===== src/rtl/pe_pkg.sv =====
// Shared definitions for the FP32 dot-product PE and its feeder.
package pe_pkg;
  localparam int FP32_W   = 32;
  localparam int PE_LANES = 5;
  localparam int PE_LAT   = 4;

  typedef enum logic [1:0] {IDLE, PH0, PH1} feed_state_t;
  typedef logic [FP32_W-1:0] fp32_t;

  function automatic logic fp32_sign(input fp32_t f);
    return f[31];
  endfunction

  function automatic logic [7:0] fp32_exp(input fp32_t f);
    return f[30:23];
  endfunction

  function automatic logic [22:0] fp32_man(input fp32_t f);
    return f[22:0];
  endfunction
endpackage


===== src/rtl/pe_result_fifo.sv =====
// Show-ahead synchronous FIFO for PE results; push and pop may coincide even when full.
module pe_result_fifo #(
  parameter int W     = 32,
  parameter int DEPTH = 4
) (
  input  logic                     clk,
  input  logic                     rst,
  input  logic                     push,
  input  logic [W-1:0]             push_data,
  input  logic                     pop,
  output logic [W-1:0]             pop_data,
  output logic                     empty,
  output logic                     full,
  output logic [$clog2(DEPTH):0]   count
);
  localparam int AW = $clog2(DEPTH);

  logic [W-1:0]  mem [DEPTH];
  logic [AW-1:0] wr_ptr, rd_ptr;
  logic          do_push, do_pop;

  assign empty    = (count == '0);
  assign full     = (count == (AW+1)'(DEPTH));
  assign do_pop   = pop && !empty;
  assign do_push  = push && (!full || do_pop);
  assign pop_data = mem[rd_ptr];

  always_ff @(posedge clk) begin
    if (do_push) mem[wr_ptr] <= push_data;
  end

  // Power-of-2 depth lets the pointers wrap naturally.
  always_ff @(posedge clk or posedge rst) begin
    if (rst) begin
      wr_ptr <= '0;
      rd_ptr <= '0;
      count  <= '0;
    end else begin
      if (do_push) wr_ptr <= wr_ptr + 1'b1;
      if (do_pop)  rd_ptr <= rd_ptr + 1'b1;
      count <= count + (AW+1)'(do_push) - (AW+1)'(do_pop);
    end
  end
endmodule


===== src/rtl/pe_fp32_feeder.sv =====
// Two-phase issue sequencer for pe_fp32 with a latency-matched tag pipe and
// credit-gated result FIFO, so the non-stallable PE never overruns it.
module pe_fp32_feeder import pe_pkg::*; #(
  parameter int LANES      = pe_pkg::PE_LANES,
  parameter int FIFO_DEPTH = 4,
  parameter int PE_LAT     = pe_pkg::PE_LAT
) (
  input  logic                          clk,
  input  logic                          rst,
  input  logic                          s_valid,
  output logic                          s_ready,
  input  logic [LANES-1:0][FP32_W-1:0]  s_a,
  input  logic [LANES-1:0][FP32_W-1:0]  s_b,
  output logic [LANES-1:0][FP32_W-1:0]  pe_a,
  output logic [LANES-1:0][FP32_W-1:0]  pe_b,
  output logic                          pe_clk_cntr,
  input  logic [FP32_W-1:0]             pe_out,
  output logic                          m_valid,
  input  logic                          m_ready,
  output logic [FP32_W-1:0]             m_data
);
  localparam int CW = $clog2(FIFO_DEPTH) + 1;

  feed_state_t   state, state_n;
  logic [CW-1:0] credits, credits_n;
  logic [CW-1:0] fifo_count;
  logic [PE_LAT:1] vld_pipe;
  logic          accept, pop, push, fifo_empty, fifo_full;

  assign accept  = s_valid && s_ready;
  assign pop     = m_valid && m_ready;
  assign push    = vld_pipe[PE_LAT];
  assign m_valid = !fifo_empty;

  always_comb begin
    state_n = state;
    unique case (state)
      IDLE:    if (accept) state_n = PH0;
      PH0:     state_n = PH1;
      PH1:     state_n = accept ? PH0 : IDLE;
      default: state_n = IDLE;
    endcase
    credits_n = credits;
    if (accept && !pop)      credits_n = credits - 1'b1;
    else if (pop && !accept) credits_n = credits + 1'b1;
  end

  // s_ready and pe_* are registered from next-state values so they track state exactly.
  always_ff @(posedge clk or posedge rst) begin
    if (rst) begin
      state       <= IDLE;
      credits     <= CW'(FIFO_DEPTH);
      s_ready     <= 1'b0;
      pe_a        <= '0;
      pe_b        <= '0;
      pe_clk_cntr <= 1'b0;
      vld_pipe    <= '0;
    end else begin
      state       <= state_n;
      credits     <= credits_n;
      s_ready     <= (state_n == IDLE || state_n == PH1) && (credits_n != '0);
      pe_clk_cntr <= (state_n == PH1);
      if (accept) begin
        pe_a <= s_a;
        pe_b <= s_b;
      end else if (state_n == IDLE) begin
        pe_a <= '0;
        pe_b <= '0;
      end
      vld_pipe <= {vld_pipe[PE_LAT-1:1], state == PH1};
    end
  end

  pe_result_fifo #(.W(FP32_W), .DEPTH(FIFO_DEPTH)) u_fifo (
    .clk       (clk),
    .rst       (rst),
    .push      (push),
    .push_data (pe_out),
    .pop       (pop),
    .pop_data  (m_data),
    .empty     (fifo_empty),
    .full      (fifo_full),
    .count     (fifo_count)
  );

  a_no_overflow: assert property (@(posedge clk) disable iff (rst) !(push && fifo_full));
  a_credit_sum:  assert property (@(posedge clk) disable iff (rst)
                                  (credits + fifo_count) <= CW'(FIFO_DEPTH));
endmodule


===== config.mk =====
export PLATFORM = sky130hd
export DESIGN_NAME = pe_fp32_feeder
export DESIGN_NICKNAME = d
export VERILOG_FILES = /design/src/rtl/pe_pkg.sv /design/src/rtl/pe_result_fifo.sv /design/src/rtl/pe_fp32_feeder.sv
export SDC_FILE = /design/constraint.sdc
export NUM_CORES = 1
export LEC_CHECK = 0
export ABC_AREA = 1
export CORE_AREA = 5 5 272 274
export DETAILED_ROUTE_END_ITERATION = 10
export DIE_AREA = 0 0 277 279
export SYNTH_ARGS = -nofsm -noshare
export SYNTH_HDL_FRONTEND = slang
export SYNTH_HIERARCHICAL = 1
export SYNTH_SLANG_ARGS = --single-unit

===== constraint.sdc =====
create_clock -name clk -period 27.6 [get_ports clk]
set_input_delay 5.52 -clock clk [delete_from_list [all_inputs] [get_ports clk]]
set_output_delay 5.52 -clock clk [all_outputs]
set_load 0.05 [all_outputs]

==> metrics.md, run 1 <==
| Metric | Value |
|---|---|
| Run status | `finished, final reports clean` |
| Int Pwr | `1.661 mW` |
| PortBufs | `710` |
| CTS tree | `built` |
| CTS Buf Count | `55` |
| Worst-skew pair later-pin latency | `590 ps` |
| Combinational fraction of design power | `42.4%` |
| NetSw | `1.246 mW` |
| Drt wl/cell | `19.82 um` |
| Antenna violations before repair | `15` |
| Largest net degree at the start of global routing | `239` |
| CP endpoint kind | `output port` |
| Critical Path Start Type | `flip-flop` |
| Min cycle time layout | `8802 ps` |
| Drt pass-1 iters | `6` |
| Final hold violations | `0` |
| Via count | `15,615` |
| Slew Viols, Final | `0` |
| Layout net count | `2,878` |
| Global Route Usage Sum | `17.09%` |
| DRC violations left | `0` |
| Synthesized area per cell | `10.00 um^2` |
| Register share of total power | `31.8%` |
| CTS sink count | `465` |
| Sum Neg Setup Slack | `0 ps` |
| Via-to-Cell Ratio | `4.442` |
| Clock skew | `21.31 ps` |
| Clock Tree Root | `clkbuf_16` |
| Syn Inst Count | `1,862` |
| Hold Crit Class | `flip-flop to flip-flop` |
| Final Power | `2.907 mW` |
| WP data required | `22,080 ps` |
| Fillers | `6,914` |
| Pleak | `12.82 nW` |
| Top-level I/O count | `711` |
| Layout area overhead | `51.27%` |
| Cell Area, Synth | `18,630 um^2` |
| ANT nets after route | `0` |
| RSZ-0062 raised after global routing | `false` |
| Crit-path slowest cell | `clkdlybuf4s50_1` |
| Total setup buffers inserted after CTS | `0` |
| YS warnings | `6` |
| Initial DRC count | `966` |
| Clock Pin Slew Worst Setup and Hold Paths | `50 ps` |
| First-pass GRT wire length | `102.9 mm` |
| CP Class | `flip-flop to output port` |
| Gpl congestion | `0.8421` |
| Max Cap Viol | `0` |
| Setup WS pre-CTS | `18,860 ps` |
| Register area | `12,280 um^2` |
| Slew @ Worst Pin | `1425 ps` |
| Period utilization | `31.89%` |
| Clk buf depth | `3` |
| CP cell instances | `buf_4, o211ai_1, nand2_1, clkdlybuf4s50_1` |
| Setup WS post-layout | `18,800 ps` |
| Net Sw Frac | `42.86%` |
| DIE WIDTH | `277 um` |
| Row count | `98` |
| GRT overflow | `0` |
| Die Ht | `279 um` |
| Cell area after layout | `28,180 um^2` |
| Dpl hpwl | `49.15 mm` |
| Number of global-route vias before repair | `15,928` |
| H-Tree Depth | `2` |
| Syn Nets | `2,226` |
| FF-to-FF setup slack | `24,490 ps` |
| Hold-fix buffer count after cts | `0` |
| Multi-input gate area | `5255 um^2` |
| Initial Util | `26.19%` |
| Core box area | `71,120 um^2` |
| Fmax | `113.6 MHz` |
| Final setup viols | `0` |
| Clk network pwr share | `25.8%` |
| Slew HR | `5.026%` |
| Worst Path Arrival | `3280 ps` |
| Area post-placement | `26,290 um^2` |
| Crit-path max cell delay | `810 ps` |
| Routed Wire Length | `69.67 mm` |
| Final Util | `39.62%` |
| Pwr/cell area | `103.2 nW/um^2` |
| Cts repair resizes | `0` |
| Share of layout cells above drive strength 1 | `4.732%` |
| Worst-path maximum fanout | `100` |
| Die area | `77,280 um^2` |
| Max VDD drop | `0.00007048 V` |
registers in the layout, indices dropped and copies added (netlist names):
register	cells
state	1
pe_a	160
u_fifo/wr_ptr	2
pe_b	160
s_ready	1
credits	3
u_fifo/count	3
vld_pipe	4
u_fifo/mem	128
pe_clk_cntr	1
u_fifo/rd_ptr	2
worst max-delay path: cells and delay by family (launching register included):
| family | cells | cell delay, ps |
|---|---|---|
| compound gates | 1 | 220 |
| buf+inv | 2 | 1590 |
| flops | 1 | 650 |
| simple gates | 1 | 140 |
through the flow:
stage | hold slack, ps | instances
detailed placement | 334.7 | 3407
CTS | 347.7 | 3507
global placement | 333.9 | 3407
global route | 352.3 | 3514
finish | 345.6 | 3515
floorplan | 331.2 | 1862
power groups by stage:
stage,Combinational (mW),Clock [mW],Sequential (mW)
finish,1.23,0.751,0.924
global route,1.31,0.806,0.940
CTS,1.25,0.778,0.924
detailed placement,1.25,0,0.935
global placement,1.23,0,0.929
floorplan,0.481,0,1.26
layout by cell type (no fill, tap or decap):
master / n
ha_1: 7
o21ai_0: 23
inv_6: 5
edfxtp_1: 128
nor2_4: 4
nand2_8: 1
nand3b_1: 3
buf_12: 2
inv_1: 82
o21ai_1: 10
nand2_1: 732
diode_2: 8
inv_8: 2
clkdlybuf4s50_1: 710
inv_2: 3
dfstp_2: 1
clkinv_1: 3
a21oi_2: 10
xnor2_1: 2
o211ai_1: 32
fa_1: 1
dfrtp_2: 1
clkinv_2: 9
clkbuf_16: 55
clkbuf_8: 7
nor2_1: 4
dfrtp_4: 1
a21oi_1: 23
bufinv_16: 8
nand3_1: 330
clkbuf_1: 12
dfrtp_1: 334
buf_4: 10
clkinv_4: 1
nor2_8: 1
final cells by class:
class	instances	area share (%)
Inverter	87	1.212
Clock inverter	26	1.239
Tap cell	950	4.218
Sequential cell	465	43.59
Timing Repair Buffer	722	25.63
Multi-Input combinational cell	1183	18.65
Clock buffer	74	5.386
Antenna cell	8	0.07105
path summary, 6_finish.rpt:
| path | startpoint | end | cells past startpoint |
|---|---|---|---|
| worst max-delay path | u_fifo/rd_ptr[0] | m_data[31] | 4 |
| worst max register to register | s_ready | pe_a[57] | 5 |
| max in group asynchronous | rst | pe_b[97] | 3 |
| min in group asynchronous | rst | u_fifo/wr_ptr[1] | 2 |
| worst min-delay path | vld_pipe[1] | vld_pipe[2] | 0 |
| worst min register to register | vld_pipe[1] | vld_pipe[2] | 0 |
layer usage:
metal | track usage, % | wire [um]
met5 | 0 | 7
met4 | 5.466 | 2084
met3 | 6.112 | 5910
met2 | 28.53 | 34070
met1 | 20.83 | 27600
Power figures use the tool's default switching activity.
==> inputs of run 2 (changes only) <==
--- a/config.mk
+++ b/config.mk
@@ -6,9 +6,9 @@
 export NUM_CORES = 1
 export LEC_CHECK = 0
 export ABC_AREA = 1
-export CORE_AREA = 5 5 272 274
+export CORE_AREA = 5 5 275 277
 export DETAILED_ROUTE_END_ITERATION = 10
-export DIE_AREA = 0 0 277 279
+export DIE_AREA = 0 0 280 282
 export SYNTH_ARGS = -nofsm -noshare
 export SYNTH_HDL_FRONTEND = slang
 export SYNTH_HIERARCHICAL = 1
==> constraint.sdc (replaced) <==
create_clock -name clk -period 8.35 [get_ports clk]
set_input_delay 1.67 -clock clk [delete_from_list [all_inputs] [get_ports clk]]
set_output_delay 1.67 -clock clk [all_outputs]
set_load 0.05 [all_outputs]
==> metrics.md, run 2 (synthesis results as in run 1) <==
| Metric | Value |
|---|---|
| Global Route Usage Sum | `17.50%` |
| Layout net count | `2,880` |
| Clock Pin Slew Worst Setup and Hold Paths | `60 ps` |
| Gpl congestion | `0.8577` |
| Critical Path Start Type | `flip-flop` |
| ANT nets after route | `0` |
| RSZ-0062 raised after global routing | `false` |
| Placed cell count | `3,418` |
| H-Tree Depth | `2` |
| Setup WS post-layout | `3446 ps` |
| DRC violations left | `0` |
| Cts repair resizes | `0` |
| Drt wl/cell | `20.61 um` |
| Largest net degree at the start of global routing | `207` |
| Final cell count without fillers | `3,535` |
| Crit-path max cell delay | `840 ps` |
| CP Class | `flip-flop to output port` |
| CTS tree | `built` |
| Sum Neg Setup Slack | `0 ps` |
| DIE WIDTH | `280 um` |
| Dpl hpwl | `51.61 mm` |
| CP cell instances | `buf_4, o211ai_1, nand2_1, clkdlybuf4s50_1` |
| Final hold violations | `0` |
| Initial DRC count | `1,095` |
| Final Util | `38.97%` |
| Worst Path Arrival | `3230 ps` |
| Leading cell types in the layout, fill and taps excluded | `nand2_1, clkdlybuf4s50_1, dfrtp_1` |
| Via-to-Cell Ratio | `4.409` |
| Routed Wire Length | `72.84 mm` |
| Setup WS pre-CTS | `3882 ps` |
| GRT overflow | `0` |
| CTS Buf Count | `55` |
| Buf+Inv Stages, Crit Path | `2` |
| Total setup buffers inserted after CTS | `0` |
| Worst-skew pair later-pin latency | `590 ps` |
| Slew Viols, Final | `0` |
| Period utilization | `58.74%` |
| Fmax | `203.9 MHz` |
| Slew @ Worst Pin | `1417 ps` |
| CTS sink count | `465` |
| Worst-path maximum fanout | `100` |
| Worst path depth | `4` |
| Share of layout cells above drive strength 1 | `4.959%` |
| Slew HR | `5.521%` |
| Pwr/cell area | `341.2 nW/um^2` |
| Core box area | `72,590 um^2` |
| Row count | `99` |
| Crit-path slowest cell | `clkdlybuf4s50_1` |
| Clk buf depth | `3` |
| Via count | `15,585` |
| Die Ht | `282 um` |
| Final Power | `9.651 mW` |
| Final setup viols | `0` |
| Layout area overhead | `51.86%` |
| Drt pass-1 iters | `5` |
| Antenna violations before repair | `31` |
| First-pass GRT wire length | `104.0 mm` |
| Clock skew | `16.37 ps` |
| CP endpoint kind | `output port` |
| Hold-fix buffer count after cts | `0` |
| Crit-path leading delay family | `buffers and inverters` |
| Clock Tree Root | `clkbuf_16` |
| Die area | `78,960 um^2` |
| Pleak | `12.85 nW` |
| Worst Hold Depth | `0` |
| Initial Util | `25.66%` |
| Min cycle time layout | `4904 ps` |
| Top-level I/O count | `711` |
| Max VDD drop | `0.0002500 V` |
| R2R depth | `5` |
| Number of global-route vias before repair | `15,341` |
| PortBufs | `710` |
| Commonest non-fill, non-tap cell in the layout | `nand2_1` |
| Top Registers | `pe_a (160), pe_b (160), u_fifo/mem (128)` |
| Max Cap Viol | `0` |
| Run status | `finished, final reports clean` |
| Hold Crit Class | `flip-flop to flip-flop` |
| WP data required | `6680 ps` |
## run 2: power by group
| part | internal [mW] | leakage, nW | switching, mW | total, mW |
|---|---|---|---|---|
| clock network | 1.52 | 0.932 | 0.959 | 2.48 |
| registers | 2.77 | 5.58 | 0.248 | 3.02 |
| logic | 1.21 | 6.34 | 2.95 | 4.15 |
| total | 5.50 | 12.9 | 4.15 | 9.65 |
## run 2: layout make-up
class	instances	area, um^2
timing repair buffer	724	7274
clock inverter	20	247.7
sequential	465	12280
multi-input combinational	1183	5255
tap	959	1200
inverter	87	337.8
antenna	15	37.54
clock buffer	82	1650
fill	7209	44300
## run 2: worst paths after layout
path	to	slack [ps]	from
worst max-delay path	m_data[19]	3450	u_fifo/rd_ptr[0]
worst min-delay path	vld_pipe[4]	340	vld_pipe[3]
worst max register to register	pe_a[91]	5460	s_ready
worst min register to register	vld_pipe[4]	340	vld_pipe[3]
max in group asynchronous	pe_b[136]	5130	rst
min in group asynchronous	u_fifo/count[0]	1430	rst
## run 2: per-stage QoR
| stage | area (um^2) | hold WS (ps) |
|---|---|---|
| floorplan | 18630 | 331.2 |
| global placement | 26350 | 332.4 |
| detailed placement | 26350 | 335.5 |
| CTS | 28250 | 340.4 |
| global route | 28280 | 356.9 |
| finish | 28290 | 340.7 |
## run 2: metal layers
layer / GRT usage, % / vias to the layer above / part of all wire [%]
li1: - / 7375 / -
met1: 20.93 / 7498 / 39
met2: 27.89 / 561 / 48
met3: 7.651 / 147 / 10
met4: 7.015 / 4 / 3.3
met5: 0 / - / 0.036
